<file path="src/rtl/ifu_pkg.sv">
// Shared types and constants for the instruction fetch unit.
package ifu_pkg;

  localparam int INSTR_W = 32;
  localparam logic [INSTR_W-1:0] NOP_INSTR = 32'h00000013;

  typedef enum logic [1:0] {
    IDLE = 2'd0,
    REQ  = 2'd1,
    WAIT = 2'd2,
    HOLD = 2'd3
  } ifu_state_e;

endpackage

</file>
<file path="src/rtl/ifu_perf_counters.sv">
// Free-running fetch and stall event counters for the fetch unit; wrap at 2^32.
module ifu_perf_counters (
  input  logic        clk,
  input  logic        rst,
  input  logic        fetch_inc,
  input  logic        stall_inc,
  output logic [31:0] fetch_cnt_o,
  output logic [31:0] stall_cnt_o
);

  always_ff @(posedge clk) begin
    if (rst) begin
      fetch_cnt_o <= 32'd0;
      stall_cnt_o <= 32'd0;
    end else begin
      if (fetch_inc) fetch_cnt_o <= fetch_cnt_o + 32'd1;
      if (stall_inc) stall_cnt_o <= stall_cnt_o + 32'd1;
    end
  end

endmodule

</file>
<file path="src/rtl/instr_fetch_unit.sv">
// Fetch stage: one outstanding req/gnt/rvalid transaction feeding a one-entry IF/ID register.
// Define IFU_PERF_CNT_EN to add the fetch_cnt_o / stall_cnt_o performance counters.
module instr_fetch_unit
  import ifu_pkg::*;
#(
  parameter int ADDR_W    = 32,
  parameter bit BYTE_ADDR = 1'b0
) (
  input  logic               clk,
  input  logic               rst,
  input  logic [31:0]        pc_i,
  output logic               pc_ready_o,
  output logic               imem_req_o,
  output logic [ADDR_W-1:0]  imem_addr_o,
  input  logic               imem_gnt_i,
  input  logic               imem_rvalid_i,
  input  logic [INSTR_W-1:0] imem_rdata_i,
  input  logic               flush_i,
  output logic               id_valid_o,
  input  logic               id_ready_i,
  output logic [INSTR_W-1:0] id_instr_o,
  output logic [31:0]        id_pc_o,
  output logic               busy_o,
  output logic [1:0]         dbg_state_o
`ifdef IFU_PERF_CNT_EN
  ,
  output logic [31:0]        fetch_cnt_o,
  output logic [31:0]        stall_cnt_o
`endif
);

  // Handshakes: a request transfers on the cycle imem_req_o && imem_gnt_i; read data is
  // taken on the cycle imem_rvalid_i is high while in WAIT; the IF/ID entry transfers on
  // the cycle id_valid_o && id_ready_i. The offering side holds its payload until transfer.

  ifu_state_e  state;
  logic        drop;
  logic [31:0] req_pc;
  logic        capture;

  assign imem_req_o  = (state == REQ);
  assign busy_o      = (state == WAIT);
  assign dbg_state_o = state;
  assign imem_addr_o = BYTE_ADDR ? ADDR_W'({pc_i, 2'b00}) : ADDR_W'(pc_i);

  assign capture    = (state == WAIT) && imem_rvalid_i && !drop && !flush_i;
  assign pc_ready_o = !rst && (state != IDLE) && (capture || flush_i);

  always_ff @(posedge clk) begin
    if (rst) begin
      state      <= IDLE;
      drop       <= 1'b0;
      req_pc     <= 32'd0;
      id_valid_o <= 1'b0;
      id_instr_o <= NOP_INSTR;
      id_pc_o    <= 32'd0;
    end else begin
      case (state)
        IDLE: state <= REQ;
        REQ: begin
          req_pc <= pc_i;
          if (imem_gnt_i) begin
            state <= WAIT;
            drop  <= flush_i;
          end
        end
        WAIT: begin
          if (imem_rvalid_i) begin
            drop <= 1'b0;
            if (capture) begin
              id_instr_o <= imem_rdata_i;
              id_pc_o    <= req_pc;
              id_valid_o <= 1'b1;
              state      <= HOLD;
            end else begin
              state <= REQ;
            end
          end else if (flush_i) begin
            // The in-flight response belongs to the old path; remember to discard it.
            drop <= 1'b1;
          end
        end
        HOLD: begin
          if (flush_i || id_ready_i) begin
            id_valid_o <= 1'b0;
            state      <= REQ;
          end
        end
        default: state <= IDLE;
      endcase
      if (flush_i) begin
        id_valid_o <= 1'b0;
        id_instr_o <= NOP_INSTR;
      end
    end
  end

`ifdef IFU_PERF_CNT_EN
  logic fetch_inc;
  logic stall_inc;

  assign fetch_inc = id_valid_o && id_ready_i;
  assign stall_inc = (state == REQ) || (state == WAIT) || ((state == HOLD) && !id_ready_i);

  ifu_perf_counters u_perf (
    .clk         (clk),
    .rst         (rst),
    .fetch_inc   (fetch_inc),
    .stall_inc   (stall_inc),
    .fetch_cnt_o (fetch_cnt_o),
    .stall_cnt_o (stall_cnt_o)
  );
`endif

endmodule

</file>
<file path="config.mk">
export PLATFORM = sky130hd
export DESIGN_NAME = instr_fetch_unit
export DESIGN_NICKNAME = d
export VERILOG_FILES = /design/src/rtl/ifu_pkg.sv /design/src/rtl/ifu_perf_counters.sv /design/src/rtl/instr_fetch_unit.sv
export SDC_FILE = /design/constraint.sdc
export NUM_CORES = 1
export LEC_CHECK = 0
export CAP_MARGIN = 20
export CORE_MARGIN = 3
export CORE_UTILIZATION = 25
export CTS_BUF_LIST = sky130_fd_sc_hd__clkbuf_4
export CTS_CLUSTER_SIZE = 20
export DETAILED_ROUTE_END_ITERATION = 8
export PLACE_DENSITY = 0.58
export SETUP_SLACK_MARGIN = 0.02
export SLEW_MARGIN = 20
export SYNTH_ARGS = -nofsm -noshare
export SYNTH_HDL_FRONTEND = slang
export SYNTH_SLANG_ARGS = --single-unit
</file>
<file path="constraint.sdc">
create_clock -name clk -period 3.5 [get_ports clk]
set_input_delay 0.875 -clock clk [delete_from_list [all_inputs] [get_ports clk]]
set_output_delay 0.875 -clock clk [all_outputs]
set_load 0.03 [all_outputs]
</file>
# Word level (Yosys, flattened, before mapping)
# Cells that the tools add are included.
[word_totals]
ff_bits = 100
wordCells = 46
inputBits = 70
[classes]
mux = 13
n_eq_ne = 8
reduce_logical = 19
[op_table]
columns = ["cell", "count"]
rows = [
  ["$reduce_and A3 Y1", 3],
  ["$mux W2", 4],
  ["$pmux W2 S4", 1],
  ["$mux W1", 6],
  ["$reduce_bool A2 Y1", 3],
  ["$logic_and A1 B1 Y1", 5],
  ["$eq A2 B2 Y1 const B", 2],
  ["$ne A2 B1 Y1 const B", 2],
  ["$ne A2 B2 Y1 const B", 2],
  ["$pmux W1 S2", 2],
  ["$reduce_and A4 Y1", 1],
  ["$logic_not A1 Y1", 3],
  ["$ne A3 B3 Y1 const B", 1],
  ["$eq A2 B1 Y1 const B", 1],
  ["$logic_not A2 Y1", 1],
  ["$logic_or A1 B1 Y1", 2],
  ["$reduce_or A2 Y1", 1],
]

# Logic depth before layout (Yosys ltp)
[depth]
word_depth = 7
mapped_depth = 7

# Worst setup path before layout
# No wires, ideal clock.
[synth_path]
path_type = "reg2out"
from = "register state[1], in the netlist dbg_state_o[1]"
to = "output pc_ready_o"
arrival_time_ns = 2.061
path_slack_ns = 0.564
t_required_ns = 2.625
path_buffers = 0
path_stages_with_launch = 6
path_cell_list = "dfxtp_1 -> ha_1 -> nand2_1 -> nor2_1 -> nor2_1 -> nor3_1"
[synth_between]
elab_chain_cells = 6
elab_cells_between_ends = 8
cone_classes = "eq/ne: 1; reduce/logical: 7"
[synth_lines]
columns = ["element", "line", "rtl"]
rows = [
  ["start, declared", "instr_fetch_unit.sv:36", "ifu_state_e state;"],
  ["start signal, assigned", "instr_fetch_unit.sv:51", "state <= IDLE;"],
  ["start signal, assigned", "instr_fetch_unit.sv:59", "IDLE: state <= REQ;"],
  ["start signal, assigned", "instr_fetch_unit.sv:63", "state <= WAIT;"],
  ["$eq A2 B2 Y1", "--", ""],
  ["named net busy_o", "instr_fetch_unit.sv:23", "output logic busy_o,"],
  ["$logic_and A1 B1 Y1 (3 in a row)", "instr_fetch_unit.sv:46", "assign capture = (state == WAIT) && imem_rvalid_i && !drop && !flush_i;"],
  ["$logic_or A1 B1 Y1", "instr_fetch_unit.sv:47", "assign pc_ready_o = !rst && (state != IDLE) && (capture || flush_i);"],
  ["$logic_and A1 B1 Y1", "instr_fetch_unit.sv:47", ""],
  ["end, declared", "instr_fetch_unit.sv:12", "output logic pc_ready_o,"],
]
# The timed path passes the listed nets, and every way through them passes these cells.

# Final worst setup path
[layout_path]
from = "input imem_rvalid_i"
to = "output pc_ready_o"
[layout_between]
elab_chain_cells = 5
[layout_lines]
columns = ["element", "line", "rtl"]
rows = [
  ["start, declared", "instr_fetch_unit.sv:16", "input logic imem_rvalid_i,"],
  ["$logic_and A1 B1 Y1 (3 in a row)", "instr_fetch_unit.sv:46", ""],
  ["$logic_or A1 B1 Y1", "instr_fetch_unit.sv:47", ""],
  ["$logic_and A1 B1 Y1", "instr_fetch_unit.sv:47", ""],
]
# Every way passes these cells.

==> impl_results.md <==
- Crit path buffers/inverters: 2
- HPWL Detailed: 7600 um
- Die width: 130 um
- Ranking of synthesized cells by area: dfxtp_1, nand2_1, mux2i_1
- Ant diodes: 0
- Clock Latency Late Sink: 0.46 ns
- Max-slew violations: 0
- Drt first pass iters: 5
- Vias in the first global route: 3309
- Distinct cells, synth: 28
- Hold Path Stages: 2
- Detailed Route WL: 10700 um
- Synth Area per Inst: 8.48 um2
- Delay-heaviest family, CP: buffers and inverters
- Power Density: 405 mW/mm2
- Count leader, synth: nand2_1
- PortBufs: 171
- Max-Cap Viols: 0
- Worst setup path class: primary input to output port
- Max Freq: 0.339 GHz
- Slew at the pin closest to its max-slew limit: 0.714 ns
- Peak supply drop: 0.228 mV
- Post-layout util: 38.6%
- PostCTS Resize Cnt: 0
- Final Cycle Share: 84.3%
- CP arrival: 2.08 ns
- Hold bufs inserted after CTS: 0
- Root buffer cell: clkbuf_4
- Number of setup violations in the final report: 0
- Largest net degree at the start of global routing: 70
- Critical Path Slowest Stage Cell: clkdlybuf4s50_1
- Synth top cells by count: nand2_1, dfxtp_1, a21oi_1, nor2_1
- Worst hold path class: flop to flop
- Chip height: 130 um
- Crit path time final: 2.95 ns
- GRT overflow: 0
- Cell breakdown of the critical path: clkdlybuf4s50_1 > nand2_1 > nor2_2 > nor2_1 > nor3_1 > buf_4
- Cells after DPL: 757
- Tot GR Track Use: 12.4%
- Worst-path clk slew: 0.14 ns
- Initial antenna violation count: 0
- RSZ-0062 raised after global routing: false
- Number of enable flip-flop cells after synthesis: 0
- Flops & latches, synth: 100
- ANT nets after route: 0
- Hold_ws: 0.461 ns
- Post-CTS repair timing setup buffer count: 0
- Setup crit start kind: primary input
- Skew final: 0.0129 ns
- CORE AREA: 0.0148 mm2
- Share of cells above drive strength 1: 5.60%
- Final Hold Fails: 0
- DRT iter0 DRCs: 110
- Die area: 0.0170 mm2
- H-tree depth: 3
- CTS tree: yes
- Worst stage delay on the critical path: 0.54 ns
- Starting density of the core: 26.0%
- Non-filler cells, final: 773
- Num CTS Buffers: 9
- Worst r2r path cells: 6
- Leak pwr: 0.00202 uW
- Primary FF master, synth: dfxtp_1
- Global-route wire length before repair: 16600 um
- Syn nets: 529
- Critical path required time: 2.62 ns
- Crit. End Element: output port
- Synth warn: 0
- CP max FO: 4
- Synth async-reset ratio: 0%
- Area delta synth->final: 48.4%
- Setup TNS: 0 ns
- Layout net count: 658
- Final GP Congestion: 0.734
- IO Pins: 172
- Outcome: finished, final reports clean
- Largest area contributor in the netlist: dfxtp_1
- Max transition margin: 52.4%
- Flop-to-flop setup slack: 1.53 ns
- Post-Syn Instances: 455
- Seq/Total Area, Yosys: 51.9%
- Worst-case clock buffer depth: 2
- Synthesized area: 0.00386 mm2
- Vias per Instance: 4.38
- Synth top area share: 51.9%
- Levels on crit path: 6
- Clk sinks: 100
- Wirelength per Cell: 13.9 um
- # rows: 44
- Drc violations: 0
- Via count: 3385
-- through the flow --
stage          setup slack, ns  cell area, um2  power [uW]
3_5_place_dp             0.532            5510        1520
2_1_floorplan            0.564            3860        1390
6_report                 0.549            5720        2320
5_1_grt                  0.379            5720        2430
3_3_place_gp             0.550            5510        1510
4_1_cts                  0.530            5720        2370
-- logic make-up after synthesis --
group / count (synthesis) / synth area share, %
flops: 100 / 51.9
simple gates: 183 / 18.7
mux: 32 / 8.30
compound gates: 71 / 9.93
buf+inv: 65 / 9.86
fa+ha+maj: 4 / 1.30
-- worst reg2reg max path, stage by stage, from the launching register on --
cell	delay [ns]
dfxtp_1	0.38
inv_1	0.11
ha_2	0.19
buf_4	0.52
nand2_1	0.19
a2111oi_2	0.39
nand2b_1	0.15
-- layout by cell type, fill, tap and decap left out, types with 2 or more instances in the layout --
cell type,n
mux2i_1,32
clkdlybuf4s50_1,169
buf_4,8
bufinv_16,4
a21oi_1,63
nor2_2,2
nor2_1,36
dfxtp_1,100
ha_1,3
nand2b_1,3
nand3_1,4
nand2_1,132
clkbuf_4,10
inv_1,4
-- cell type report --
| cell class | count | area (um2) |
|---|---|---|
| tap | 184 | 230 |
| fill | 1493 | 9090 |
| inverter | 4 | 15.0 |
| sequential | 100 | 2000 |
| timing repair buffer | 179 | 1780 |
| clock buffer | 10 | 75.1 |
| multi-input combinational | 290 | 1490 |
| clock inverter | 6 | 136 |
-- routing by layer --
metal	global-route usage [%]	vias up	wire length, um
met5	0	-	0
met4	3.42	0	126
met3	4.95	11	899
met2	21.0	120	5080
met1	14.6	1558	4620
li1	-	1696	-
-- power by group --
group,internal (uW),switching [uW]
clock,443,386
combinational,153,149
sequential,1170,16.8
total,1770,552
-- path summary, 6_finish.rpt --
path               endpoint      startpoint
max              pc_ready_o   imem_rvalid_i
min              id_pc_o[4]       req_pc[4]
max reg2reg  dbg_state_o[1]  dbg_state_o[1]
min reg2reg      id_pc_o[4]       req_pc[4]
-- registers in the layout, indices dropped and copies added, names as in the netlist --
| name | cells |
|---|---|
| req_pc | 32 |
| drop | 1 |
| dbg_state_o | 2 |
| id_instr_o | 32 |
| id_pc_o | 32 |
| id_valid_o | 1 |
Note: power is estimated with default switching activity, not from simulation.
==> patch (same settings) <==
Set the parameter `ADDR_W` to 48 (it was 32).
--- a/src/rtl/instr_fetch_unit.sv
+++ b/src/rtl/instr_fetch_unit.sv
@@ -5,3 +5,3 @@
 #(
-  parameter int ADDR_W    = 32,
+  parameter int ADDR_W    = 48,
   parameter bit BYTE_ADDR = 1'b0
Ports: changed (resized imem_addr_o); port bits go from 172 to 188. The function was not compared with the original's and may differ.
==> patch against the original RTL <==
- sequential cell count did not move
- via count grew 0.97%
- global-route usage is 0.071 points lower
- worst hold slack is essentially flat
- synthesized cell count grew 3.7%
- clock skew down 0.0032 ns
- power decreased by 9.0%
- synthesized area rose by 3.2%
- final area up 0.42%
- clock power shrank 28%
- worst setup slack lost 0.038 ns
- fmax shrank 1.3%
- wire length up 0.57%
==> patch: results <==
cts:
  cts_root_buf: "clkbuf_4"
  cts_resized: 0
  cts_buffers: 9
timing:
  hold_viol_final: 0
  fin_crit_sh_pct: 85.41
  fin_worst_skew_ns: 0.009709
  worstMarginPinSlew_ns: 0.7275
final_layout:
  nFillCells: 1565
  drive_above_1_share_pct: 5.298
  nNetsFinal: 674
synth:
  ys_types: 29
  synth_common_cells: "nand2_1 (132), dfxtp_1 (100), a21oi_1 (63)"
  synth.area.top_cells: "dfxtp_1 (50%), nand2_1 (12%), buf_4 (9.1%), mux2i_1 (8.0%), a21oi_1 (7.9%)"
  ys.flop_type: "dfxtp_1"
  syn_avg_cell_area_um2: 8.435
  seq_area_frac_synth_pct: 50.28
drt:
  vias: 3418
  dr.pass1.iters: 4
  drt_iter0_drc: 127
  drt-total-wl_um: 10790
  wl_per_cell_um: 13.22
place:
  post-place-cells: 800
  place.gp.congestion: 0.7162
  placed_cell_area_um2: 5610
  dp_hpwl_um: 7623
power:
  vdd_drop_max_uv: 184.7
  p_int_mw: 1.537
  p_leak_nw: 2.027
global_routing:
  use_met2_pct: 19.78
  grtUsageMet3_pct: 4.580
  antenna_found_initial: 2
  use_met1_pct: 15.61
  gr-usage-all-layers_pct: 12.35
  grt_pass1_wl_um: 17620
  grt_max_degree: 71
worst_setup_path:
  cpMaxStageDelayCell: "clkdlybuf4s50_1"
  endpoint: "pc_ready_o"
  r2r_cells: 6
  cp_max_fo: 4
  r2r_end: "dbg_state_o[1]"
worst_hold_path:
  hold_path.class: "reg -> reg"
status:
  status: "complete, no violations"
## patch: changes by cell type after synthesis
cell	before	now
buf_4	32	48
conb_1	0	1
## patch: power by group through the flow
stage | clock [mW] | sequential, mW | combinational (mW)
after detailed placement | 0 | 1.21 | 0.330
after global placement | 0 | 1.21 | 0.327
after floorplan | 0 | 1.21 | 0.209
after global routing | 0.686 | 1.19 | 0.349
final | 0.596 | 1.19 | 0.326
after CTS | 0.636 | 1.19 | 0.332
## patch: logic make-up (layout without fill, tap and decap cells)
logic type	after synthesis	after routing	synth area share [%]
AO/OA/AOI/OAI	71	71	9.617
adder cells (fa/ha/maj)	4	4	1.257
buffers and inverters	81	198	12.57
flip-flops	100	100	50.28
multiplexers	32	32	8.045
other	1	17	0.09419
AND/OR/NAND/NOR	183	183	18.13
## patch: worst min path at each step
stage,slack [ns],endpoint,startpoint,cells past startpoint
global placement,0.44,id_pc_o[24],req_pc[24],2
finish,0.46,id_pc_o[6],req_pc[6],2
detailed placement,0.44,id_pc_o[28],req_pc[28],2
global route,0.48,id_pc_o[6],req_pc[6],2
CTS,0.46,id_pc_o[28],req_pc[28],2
floorplan,0.43,id_pc_o[23],req_pc[23],2
## patch: layout make-up
class,count,area (um2),area share [%]
Inverter,4,15.01,0.2613
Tap cell,211,264.0,4.594
Antenna cell,1,2.502,0.04354
Timing Repair Buffer,179,1777,30.92
Clock inverter,6,66.31,1.154
Sequential cell,100,2002,34.84
Multi-Input combinational cell,306,1553,27.02
Clock buffer,9,67.56,1.176
## patch: per-layer routing
| metal | part of all wire [%] | vias to the layer above |
|---|---|---|
| met5 | 0.12 | - |
| met4 | 0.90 | 2 |
| li1 | - | 1724 |
| met3 | 7.5 | 9 |
| met1 | 43 | 1556 |
| met2 | 48 | 127 |
## patch: critical path: cells and delay by family
family                 cells  cell delay, ns
buffers and inverters      2            0.70
AND/OR/NAND/NOR            4            0.53
## patch: through the flow
stage | util [%] | hold WS [ns]
2_1_floorplan | - | 0.4312
3_3_place_gp | 36.50 | 0.4355
3_5_place_dp | 36.50 | 0.4434
4_1_cts | 37.37 | 0.4621
5_1_grt | 37.39 | 0.4776
6_report | 37.39 | 0.4614
